--- src/rtl/tmds_channel_encoder.sv ---
// One TMDS lane: video (8b/10b with DC balance), control, TERC4 data-island and guard-band symbols.
// Optional macro TMDS_OUTPUT_REG_EN adds a second output register (latency 2 instead of 1).
module tmds_channel_encoder #(
    parameter int CN = 0
) (
    input  logic       clk_pixel_i,
    input  logic       reset_i,
    input  logic [2:0] mode_i,
    input  logic [7:0] video_data_i,
    input  logic [3:0] data_island_data_i,
    input  logic [1:0] control_data_i,
    output logic [9:0] tmds_o
);
    localparam logic [9:0] CTRL_00  = 10'b1101010100;
    localparam logic [9:0] CTRL_01  = 10'b0010101011;
    localparam logic [9:0] CTRL_10  = 10'b0101010100;
    localparam logic [9:0] CTRL_11  = 10'b1010101011;
    localparam logic [9:0] GB_VID02 = 10'b1011001100;
    localparam logic [9:0] GB_LANE1 = 10'b0100110011;

    function automatic logic [9:0] terc4(input logic [3:0] n);
        logic [9:0] s;
        case (n)
            4'h0: s = 10'b1010011100;  4'h1: s = 10'b1001100011;
            4'h2: s = 10'b1011100100;  4'h3: s = 10'b1011100010;
            4'h4: s = 10'b0101110001;  4'h5: s = 10'b0100011110;
            4'h6: s = 10'b0110001110;  4'h7: s = 10'b0100111100;
            4'h8: s = 10'b1011001100;  4'h9: s = 10'b0100111001;
            4'hA: s = 10'b0110011100;  4'hB: s = 10'b1011000110;
            4'hC: s = 10'b1010001110;  4'hD: s = 10'b1001110001;
            4'hE: s = 10'b0101100011;  default: s = 10'b1011000011;
        endcase
        return s;
    endfunction

    function automatic logic [3:0] ones8(input logic [7:0] v);
        logic [3:0] c;
        c = '0;
        for (int i = 0; i < 8; i++) c = c + {3'b000, v[i]};
        return c;
    endfunction

    // Transition minimisation: XOR chain, or XNOR chain when the byte is ones-heavy.
    function automatic logic [8:0] stage1(input logic [7:0] d);
        logic [3:0] n1d;
        logic       use_xnor;
        logic [8:0] q;
        n1d      = ones8(d);
        use_xnor = (n1d > 4'd4) | ((n1d == 4'd4) & ~d[0]);
        q        = '0;
        q[0]     = d[0];
        for (int i = 1; i < 8; i++) q[i] = q[i-1] ^ d[i] ^ use_xnor;
        q[8]     = ~use_xnor;
        return q;
    endfunction

    logic [8:0]        q_m;
    logic [3:0]        n1, n0;
    logic signed [4:0] diff;
    logic signed [4:0] cnt_q, cnt_d, cnt_video;
    logic [9:0]        video_sym;
    logic [9:0]        tmds_q, tmds_d;

    always_comb begin
        q_m  = stage1(video_data_i);
        n1   = ones8(q_m[7:0]);
        n0   = 4'd8 - n1;
        diff = $signed({1'b0, n1}) - $signed({1'b0, n0});
    end

    // DC balance against the running disparity.
    always_comb begin
        video_sym = '0;
        cnt_video = cnt_q;
        if (cnt_q == 5'sd0 || n1 == n0) begin
            video_sym = {~q_m[8], q_m[8], q_m[8] ? q_m[7:0] : ~q_m[7:0]};
            cnt_video = q_m[8] ? cnt_q + diff : cnt_q - diff;
        end else if ((!cnt_q[4] && n1 > n0) || (cnt_q[4] && n0 > n1)) begin
            video_sym = {1'b1, q_m[8], ~q_m[7:0]};
            cnt_video = cnt_q + $signed({3'b000, q_m[8], 1'b0}) - diff;
        end else begin
            video_sym = {1'b0, q_m[8], q_m[7:0]};
            cnt_video = cnt_q - $signed({3'b000, ~q_m[8], 1'b0}) + diff;
        end
    end

    always_comb begin
        tmds_d = CTRL_00;
        cnt_d  = 5'sd0;
        case (mode_i)
            3'd1: begin
                tmds_d = video_sym;
                cnt_d  = cnt_video;
            end
            3'd2: tmds_d = (CN == 1) ? GB_LANE1 : GB_VID02;
            3'd3: tmds_d = terc4(data_island_data_i);
            3'd4: tmds_d = (CN == 0) ? terc4({2'b11, control_data_i}) : GB_LANE1;
            default: begin
                case (control_data_i)
                    2'b00:   tmds_d = CTRL_00;
                    2'b01:   tmds_d = CTRL_01;
                    2'b10:   tmds_d = CTRL_10;
                    default: tmds_d = CTRL_11;
                endcase
            end
        endcase
    end

    always_ff @(posedge clk_pixel_i) begin
        if (reset_i) begin
            tmds_q <= CTRL_00;
            cnt_q  <= 5'sd0;
        end else begin
            tmds_q <= tmds_d;
            cnt_q  <= cnt_d;
        end
    end

`ifdef TMDS_OUTPUT_REG_EN
    logic [9:0] tmds_out_q;

    always_ff @(posedge clk_pixel_i) begin
        if (reset_i) tmds_out_q <= CTRL_00;
        else         tmds_out_q <= tmds_q;
    end

    assign tmds_o = tmds_out_q;
`else
    assign tmds_o = tmds_q;
`endif
endmodule

--- config.mk ---
export PLATFORM = sky130hd
export DESIGN_NAME = tmds_channel_encoder
export DESIGN_NICKNAME = d
export VERILOG_FILES = /design/src/rtl/tmds_channel_encoder.sv
export SDC_FILE = /design/constraint.sdc
export NUM_CORES = 1
export LEC_CHECK = 0
export ABC_AREA = 1
export ABC_CLOCK_PERIOD_IN_PS = 13200
export BUFFER_PORTS_ARGS = -buffer_cell sky130_fd_sc_hd__buf_2
export CORE_MARGIN = 3
export CORE_UTILIZATION = 40
export CTS_CLUSTER_DIAMETER = 30
export DETAILED_ROUTE_END_ITERATION = 7
export GPL_TIMING_DRIVEN = 0
export SETUP_SLACK_MARGIN = 0.05
export SLEW_MARGIN = 25
export SYNTH_ARGS = -nofsm -noshare
export SYNTH_HDL_FRONTEND = slang
export SYNTH_SLANG_ARGS = --single-unit
--- constraint.sdc ---
create_clock -name clk_pixel_i -period 13.2 [get_ports clk_pixel_i]
set_input_delay 0.66 -clock clk_pixel_i [delete_from_list [all_inputs] [get_ports clk_pixel_i]]
set_output_delay 0.66 -clock clk_pixel_i [all_outputs]
set_load 0.05 [all_outputs]
# Word-level counts from Yosys, hierarchy flattened
# Memory sizes are Yosys's and may differ from the RTL's.
# Cells that the tools add are included.
# word_totals
output_inout_bits	10
latchBits	0
wordCells	73
mem_count	1
in_bits	19
romBits	160
mem_bits_rw	0
register_bits	15
# op_classes
n_reduce_logical	8
multipliers	0
eq_ne	8
n_mux	9
addsub	22
n_shift	0
bitwise	20
div	0
order_cmp	3
# memory_table
memory	words	word_bits	read_ports	rd_clocked_by_memory_dff	write_ports	line_no	text
(name not given)	16	10	1	0	0	23	case (n)
# ops
op	count
one-hot mux 10 bit (3 select lines)	2
one-hot mux 10 bit (4 select lines)	1
adder 4 x 1 -> 4 bit	8
2-to-1 mux 10 bit	2
2-to-1 mux 5 bit	3
XOR 1 bit	14
adder 5 bit	2
subtractor 5 bit	2
adder 3 x 1 -> 4 bit	2
greater-than comparator 4 bit	2
2-to-1 mux 8 bit	1
inverter 8 bit	1
adder 2 x 1 -> 3 bit	2
equality test 3 x 2 -> 1 bit, second input constant	2
adder 5 x 3 -> 5 bit	1
zero test 5 bit	1
subtractor 4 x 4 -> 5 bit	1
subtractor 5 x 3 -> 5 bit	1
adder 1 x 1 -> 2 bit	2
equality test 4 x 3 -> 1 bit, second input constant	1
equality test 4 bit	1
greater-than comparator 4 x 3 -> 1 bit, second input constant	1
subtractor 4 bit, first input constant	1
equality test 3 x 1 -> 1 bit, second input constant	1
other kinds (11)	15

# Depth between registers and ports, before layout
# Gate-level depths: netlist of run 1.
# depth
ltp_word	31
depth_mapped	41
mapped_depth_nobuf	41

# Least setup slack after synthesis of run 1
# No wires, ideal clock.
# synth_timing
path_type	input to register
from	in video_data_i[0]
to	reg cnt_q[4]
path_stages	37
path_slack_ns	5.113
t_arrival_ns	7.970
setup_time_ns	0.116
cell_sequence	inv_1 fa_1 fa_1 fa_1 inv_1 ha_1 fa_1 o31ai_1 nand2_1 xor2_1 fa_1 fa_1 inv_1 fa_1 ha_1 fa_1 nor2_2 inv_2 ha_1 inv_1 nand2_1 a21oi_4 o22ai_1 nor2_1 inv_1 nand2_1 inv_1 ha_1 nand2_1 nor2_1 a211oi_1 nand3b_1 nand2_1 nand2_1 nand3_1 nand3_1 a21oi_1
# synth_via
elab_chain_cells	30
# synth_lines
item	line_no	text
from (decl)	9	input logic [7:0] video_data_i,
parallel branches: the longest is 29 deep, another holds adder 3 x 1 -> 4 bit	-	
2-to-1 mux 5 bit *	75	if (cnt_q == 5'sd0 || n1 == n0) begin
to (signal assigned)	115	cnt_q <= cnt_d;
to (decl)	60	logic signed [4:0] cnt_q, cnt_d, cnt_video;
# Every way passes the cells marked *.
# A chain may end at the register's enable or synchronous reset.

# Final worst setup path of run 1
# Ends and elaborated chain as after synthesis.

==> out/metrics.yaml, run 1 <==
status: "finished clean"
synth_compound_area_frac: 0.142
timing.rr.end: "cnt_q[4]"
crit_path_max_incr_delay_ns: 0.59
finalHoldViolations: 0
fin_hold_ws_ns: 0.446
dp_hpwl_um: 5080
synth-simple-area-share: 0.334
syn-num-nets: 438
avgSynthCellArea_um2: 6.89
synth_cells: 373
coreArea_mm2: 0.00606
first_global_vias: 2309
vias: 2382
ctsResizeCount: 0
drc: 0
synth_xor_area_frac: 0.0336
arrival_ns: 8.80
max_clock_freq_mhz: 116
core.rowCount: 28
track_usage: 0.164
fin_util: 0.469
yosysWarningCount: 0
max_cap_violations: 0
syn_to_final_growth_pct: 10.7
synth_most_common_cell: "nand2_1"
die_w_um: 86.2
rr_worst_depth: 12
clk_pin_slew_ns: 0.06
ys_types: 42
ys_ff_latch: 15
cp-endpoint: "cnt_q[4]"
cts_tree: "built"
cp_top_family: "adder cells"
worstMarginPinSlew_ns: 0.667
die_h_um: 86.2
cp_num_cells: 37
timing.final.max_slew_violations: 0
ant_nets: 0
path_buf_inv: 8
root_buffer: "clkbuf_8"
clock_latency_ns: 0.24
crit_slowest_cell: "fa_1"
synth.area.top_cells: "ha_1 17%, dfxtp_1 12%, nand2_1 11%"
synth_top_family_by_area: "simple AND/OR/NAND/NOR gates"
rrSetupSlack_ns: 10.97
drt-total-wl_um: 5830
critical_path_class: "input port to register"
cts_sinks: 15
start_util: 0.424
finalInstanceArea_mm2: 0.00285
crit_fanout: 5
netlist_area_mm2: 0.00257
ys_async_sr_fraction: 0
drive_gt1_frac: 0.186
grt-ovfl-total: 0
synth_edf_count: 0
numCtsBuffers: 3
grt_max_degree: 13
postCtsHoldBufs: 0
port_buffers: 27
r2r-start: "cnt_q[1]"
clock_skew_ns: 0.00124
grt_pass1_wl_um: 10100
viasPerCell: 4.97
seq_area_frac_synth: 0.117
antenna_found_initial: 0
endpoint_kind: "register"
finalSetupViolCount: 0
h-tree-depth: 1
die_area_mm2: 0.00742
crit_path_start_kind: "input port"
relSlewSlack: 0.552
synth_top_area_share: 0.166
initialDrtViolationCount: 94
startpoint: "video_data_i[0]"
drtPass1Iterations: 4
clockBufferDepth: 2
num_io_pins: 29
place.gp.congestion: 0.889
postCtsSetupBuffers: 0
placed_area_mm2: 0.00280
finalNetCount: 470
yosysTopAreaCell: "ha_1"
period_minus_slack_ns: 8.62
cp_data_required_time_ns: 13.38
tns_ns: 0
cp_common_cell: "fa_1"
rsz0062_at_grt: "false"
synth_adder_area_share: 0.259
hp-class: "register to register"
period_share: 0.653
antenna_cells: 0
synth_common_cells: "75 x nand2_1, 68 x inv_1, 34 x ha_1, 31 x nand3_1, 21 x nor2_1"
yosys_most_used_dff: "dfxtp_1"
wl_per_cell_um: 12.2
synthMuxAreaShare: 0
## sequential cells by signal, indices dropped and copies added, names as in the netlist, named ones only
name and count:
tmds_o 10, cnt_q 4
## stage by stage
| stage | setup WS, ns | instances |
|---|---|---|
| after global routing | 3.93 | 479 |
| after detailed placement | 4.25 | 475 |
| final | 4.58 | 479 |
| after floorplan | 5.11 | 373 |
| after global placement | 4.37 | 475 |
| after CTS | 4.49 | 479 |
## layout by cell type (no fill, tap or decap), types with 4 or more instances in the layout
master	Yosys	routed
nand3_1	31	31
inv_1	68	68
a211oi_1	4	4
fa_1	12	12
nand2_4	7	7
nand2_2	13	13
nand3_2	7	7
inv_2	4	4
xor2_1	5	5
a21oi_1	14	14
o211ai_1	6	6
nor2_1	21	21
dfxtp_1	15	15
buf_2	2	29
o21ai_0	11	11
ha_1	34	34
nand2_1	75	75
nand3b_1	5	5
## cell families after synthesis
family                     Yosys count
and+or+nand+nor                    171
adders and majority gates           46
DFF                                 15
xor gates and xnor gates             9
AOI/OAI and AO/OA                   55
buffers and inverters               77
## worst min path at each step
| stage | from | endpoint | slack [ns] | cells after the start |
|---|---|---|---|---|
| 6_report | register | register | 0.45 | 2 |
| 5_1_grt | register | register | 0.47 | 2 |
| 4_1_cts | register | register | 0.45 | 2 |
| 3_5_place_dp | register | register | 0.44 | 2 |
| 3_3_place_gp | register | register | 0.43 | 2 |
| 2_1_floorplan | register | register | 0.42 | 2 |
## worst reg2reg max path, cell delays in order (launching register included)
cell,delay (ns)
dfxtp_1,0.34
inv_1,0.12
fa_1,0.44
inv_1,0.10
ha_1,0.23
nand2_1,0.06
nor2_1,0.04
a211oi_1,0.31
nand3b_1,0.18
nand3b_1,0.09
nand3_1,0.08
nand3_1,0.07
a21oi_1,0.11
## layout make-up
cell class | instances | area [um^2]
plain buffers | 4 | 17.5
repair buffers | 27 | 135
flip-flops and latches | 15 | 300
inverters | 73 | 277
multi-input cells | 281 | 1980
well taps | 75 | 93.8
clock buffers | 3 | 41.3
fillers | 651 | 3220
clock inverters | 1 | 5.00
## metal layers
metal / GRT usage / share of wire / up-vias
met5: 0 / 0 / -
met4: 0.0302 / 0.0051 / 0
met3: 0.00672 / 0.033 / 4
met2: 0.298 / 0.49 / 46
met1: 0.216 / 0.47 / 1069
li1: - / - / 1263
Power of run 1 is left out: the tool's default activity adds up to more than one toggle a clock period on the data nets, which glitch-free logic cannot reach.
==> run 2, diff against run 1 <==
Settings changed: ABC_CLOCK_PERIOD_IN_PS 13200 to 8200.
Clock period 13.2 ns to 8.2 ns, I/O delays scaled along.
==> run 2 against run 1 <==
Compared with the run above: wire length is 4.5% higher; setup slack got worse by 4.1 ns; cell area is 8.0% higher; count of clock-buffer cells in the layout unchanged; die area unchanged.
==> out/metrics.yaml, run 2 (synthesis results as in run 1) <==
cts_sinks: 15
grt_max_degree: 13
max_clock_freq_mhz: 129
cp_common_cell: "fa_1"
coreArea_mm2: 0.00606
endpoint_kind: "register"
track_usage: 0.167
drt-total-wl_um: 6090
num_io_pins: 29
rr_worst_depth: 8
critical_path_class: "input port to register"
finalNetCount: 483
worstMarginPinSlew_ns: 0.678
die_area_mm2: 0.00742
busiest_layer: "met2"
timing.final.max_slew_violations: 0
wl_per_cell_um: 12.4
port_buffers: 27
clk_pin_slew_ns: 0.06
placed_area_mm2: 0.00280
core.rowCount: 28
rsz0062_at_grt: "false"
min_path_cells: 2
finalInstanceArea_mm2: 0.00307
cp_data_required_time_ns: 8.34
max_cap_violations: 0
drive_gt1_frac: 0.269
die_h_um: 86.2
largest_reg_flops: 10
die_w_um: 86.2
period_share: 0.944
rrSetupSlack_ns: 5.99
status: "finished clean"
finalHoldViolations: 0
arrival_ns: 7.88
met2_usage: 0.307
dp_hpwl_um: 5080
syn_to_final_growth_pct: 19.5
postCtsHoldBufs: 0
clock_latency_ns: 0.24
antenna_cells: 0
grt_pass1_wl_um: 10300
place.gp.congestion: 0.889
ant_nets: 0
drtPass1Iterations: 4
drc: 0
cts_tree: "built"
h-tree-depth: 1
fin_hold_ws_ns: 0.446
grt-ovfl-total: 0
crit_path_start_kind: "input port"
antenna_found_initial: 0
timing.rr.end: "cnt_q[3]"
period_minus_slack_ns: 7.74
grtUsageMet3: 0.00672
r2r-start: "cnt_q[1]"
vias: 2444
final_common_cell: "nand2_1"
clock_skew_ns: 0.00161
crit_slowest_cell: "fa_2"
hp-class: "register to register"
viasPerCell: 4.97
layout_common_cells: "72 x nand2_1, 62 x inv_1, 31 x nand3_1"
use_met1: 0.218
numCtsBuffers: 3
start_util: 0.424
relSlewSlack: 0.545
clockBufferDepth: 2
first_global_vias: 2356
root_buffer: "clkbuf_8"
crit_fanout: 4
initialDrtViolationCount: 100
finalSetupViolCount: 0
crit_path_max_incr_delay_ns: 0.61
run 2: cell count changes in the layout (fill, tap and decap cells not counted), moves of 3 or more:
cell	change
buf_4	+14
inv_1	-6
ha_1	-5
ha_4	+4
inv_2	+4
nand2_1	-3
nor2_1	-3
nor2_2	+3
run 2: cell type report:
class | count | area [um^2]
clock inverters | 1 | 5.00
plain buffers | 4 | 17.5
multi-input cells | 281 | 2090
repair buffers | 40 | 235
inverters | 73 | 284
flip-flops and latches | 15 | 300
fillers | 631 | 2990
clock buffers | 3 | 41.3
well taps | 75 | 93.8
run 2: worst max path at each step:
stage | startpoint | to | depth (start not counted)
floorplan | video_data_i[0] | cnt_q[4] | 37
finish | video_data_i[1] | cnt_q[4] | 39
detailed placement | video_data_i[0] | cnt_q[4] | 37
global route | video_data_i[1] | cnt_q[4] | 38
global placement | video_data_i[0] | cnt_q[4] | 37
CTS | video_data_i[0] | cnt_q[4] | 38
run 2: per-layer routing:
layer  share of wire  wire, um
met1            0.46      2810
met2            0.51      3110
met3           0.023       143
met4          0.0049        30
met5               0         0
run 2: timing repair:
item                       in CTS  in global routing
setup buffers                   3                 10
setup endpoints to repair       1                  2
pin swaps                       3                 26
cloned                          0                  0
resized for setup               8                 24
run 2: critical path: cells and delay by family:
family	cells	cell delay [ns]
fa+ha+maj	12	4.85
simple gates	12	0.99
compound gates	5	0.82
buf+inv	9	0.58
xor+xnor	1	0.21
run 2: metrics by stage:
| step | setup slack [ns] | instances | setup TNS [ns] | utilization |
|---|---|---|---|---|
| 2_1_floorplan | 0.363 | 373 | 0 | - |
| 3_3_place_gp | -0.378 | 475 | -0.378 | 0.462 |
| 3_5_place_dp | -0.499 | 475 | -0.515 | 0.462 |
| 4_1_cts | 0.0759 | 482 | 0 | 0.479 |
| 5_1_grt | 0.0130 | 492 | 0 | 0.507 |
| 6_report | 0.457 | 492 | 0 | 0.507 |
Power of run 2 is left out for the same reason.
==> run 3, diff against run 2 <==
Settings changed: RECOVER_POWER set to 50.
==> run 3 against run 2 <==
Compared with the run above: critical path depth is the same; count of clock-buffer cells in the layout unchanged; die area did not move; core utilization fell by 0.25 points; wire length shrank 0.41%; clock skew is essentially flat; non-clock buffer count unchanged; via count fell by 0.86%; register-to-register slack barely moved; fmax barely moved; global-route usage is the same; setup slack gained 0.0020 ns.
==> out/metrics.yaml, run 3 (synthesis results as in run 1) <==
tns_ns: 0
viasPerCell: 4.92
rr_worst_depth: 8
cp_data_required_time_ns: 8.34
rsz0062_at_grt: "false"
drtPass1Iterations: 6
timing.final.max_slew_violations: 0
finalNetCount: 483
timing.rr.end: "cnt_q[3]"
dp_hpwl_um: 5080
max_clock_freq_mhz: 129
layout_common_cells: "72 x nand2_1, 62 x inv_1, 31 x nand3_1"
cp_common_cell: "fa_1"
grt_max_degree: 13
r2r-start: "cnt_q[1]"
die_w_um: 86.2
clock_latency_ns: 0.24
status: "finished clean"
cts_sinks: 15
grt_pass1_wl_um: 10300
fillers: 636
final_common_cell: "nand2_1"
syn_to_final_growth_pct: 18.9
arrival_ns: 7.88
vias: 2423
initialDrtViolationCount: 97
numCtsBuffers: 3
crit_path_max_incr_delay_ns: 0.61
die_area_mm2: 0.00742
clock_skew_ns: 0.00181
largest_reg_flops: 10
cts_tree: "built"
wl_per_cell_um: 12.3
drc: 0
antenna_found_initial: 0
start_util: 0.424
track_usage: 0.167
clockBufferDepth: 2
finalInstanceArea_mm2: 0.00306
relSlewSlack: 0.537
first_global_vias: 2356
period_share: 0.944
drive_gt1_frac: 0.240
h-tree-depth: 1
worstMarginPinSlew_ns: 0.690
rrSetupSlack_ns: 5.99
critical_path_class: "input port to register"
finalSetupViolCount: 0
placed_area_mm2: 0.00280
min_path_cells: 2
core.rowCount: 28
crit_fanout: 4
num_io_pins: 29
clk_pin_slew_ns: 0.06
grt-ovfl-total: 0
port_buffers: 27
place.gp.congestion: 0.889
antenna_cells: 0
finalHoldViolations: 0
max_cap_violations: 0
hp-class: "register to register"
ant_nets: 0
fin_util: 0.504
period_minus_slack_ns: 7.74
root_buffer: "clkbuf_8"
drt-total-wl_um: 6070
crit_slowest_cell: "fa_2"
die_h_um: 86.2
endpoint_kind: "register"
coreArea_mm2: 0.00606
crit_path_start_kind: "input port"
run 3: cell count changes in the layout (fill, tap and decap cells not counted):
cell,delta
clkbuf_1,+12
buf_2,-12
run 3: how the worst max path moves through the flow:
stage,start,end,slack [ns],cells past startpoint
6_report,video_data_i[1],cnt_q[4],0.46,39
4_1_cts,video_data_i[0],cnt_q[4],0.08,38
3_5_place_dp,video_data_i[0],cnt_q[4],-0.50,37
3_3_place_gp,video_data_i[0],cnt_q[4],-0.38,37
2_1_floorplan,video_data_i[0],cnt_q[4],0.36,37
5_1_grt,video_data_i[1],cnt_q[4],0.01,38
run 3: what timing repair did:
item	in CTS	in global routing
setup endpoints to repair	1	2
gates cloned	0	0
pin swaps	3	26
buffers inserted	3	10
resized for setup	8	24
hold buffers	0	0
run 3: area by class of cell:
class	instances	area, um^2	share of cell area
Buffer	4	16.3	0.00532
Clock buffer	3	41.3	0.0135
Clock inverter	1	5.00	0.00164
Inverter	73	284	0.0929
Multi-Input combinational cell	281	2090	0.685
Sequential cell	15	300	0.0982
Tap cell	75	93.8	0.0307
Timing Repair Buffer	40	221	0.0725
run 3: stage by stage:
| step | setup WS (ns) | std cells | hold slack (ns) |
|---|---|---|---|
| 6_report | 0.459 | 492 | 0.446 |
| 5_1_grt | 0.0130 | 492 | 0.470 |
| 4_1_cts | 0.0759 | 482 | 0.447 |
| 3_5_place_dp | -0.499 | 475 | 0.438 |
| 3_3_place_gp | -0.378 | 475 | 0.428 |
| 2_1_floorplan | 0.363 | 373 | 0.415 |
run 3: worst max-delay path, delay by kind of cell:
| kind | cells | cell delay (ns) |
|---|---|---|
| compound gates | 5 | 0.82 |
| fa+ha+maj | 12 | 4.85 |
| simple gates | 12 | 0.99 |
| xor+xnor | 1 | 0.21 |
| buf+inv | 9 | 0.58 |
run 3: layer usage:
metal	routed length [um]	GRT usage	up-vias
met2	3110	0.307	41
li1	-	-	1294
met5	0	0	-
met4	15	0.0302	0
met3	169	0.00672	2
met1	2770	0.218	1086
Power of run 3 is left out for the same reason.
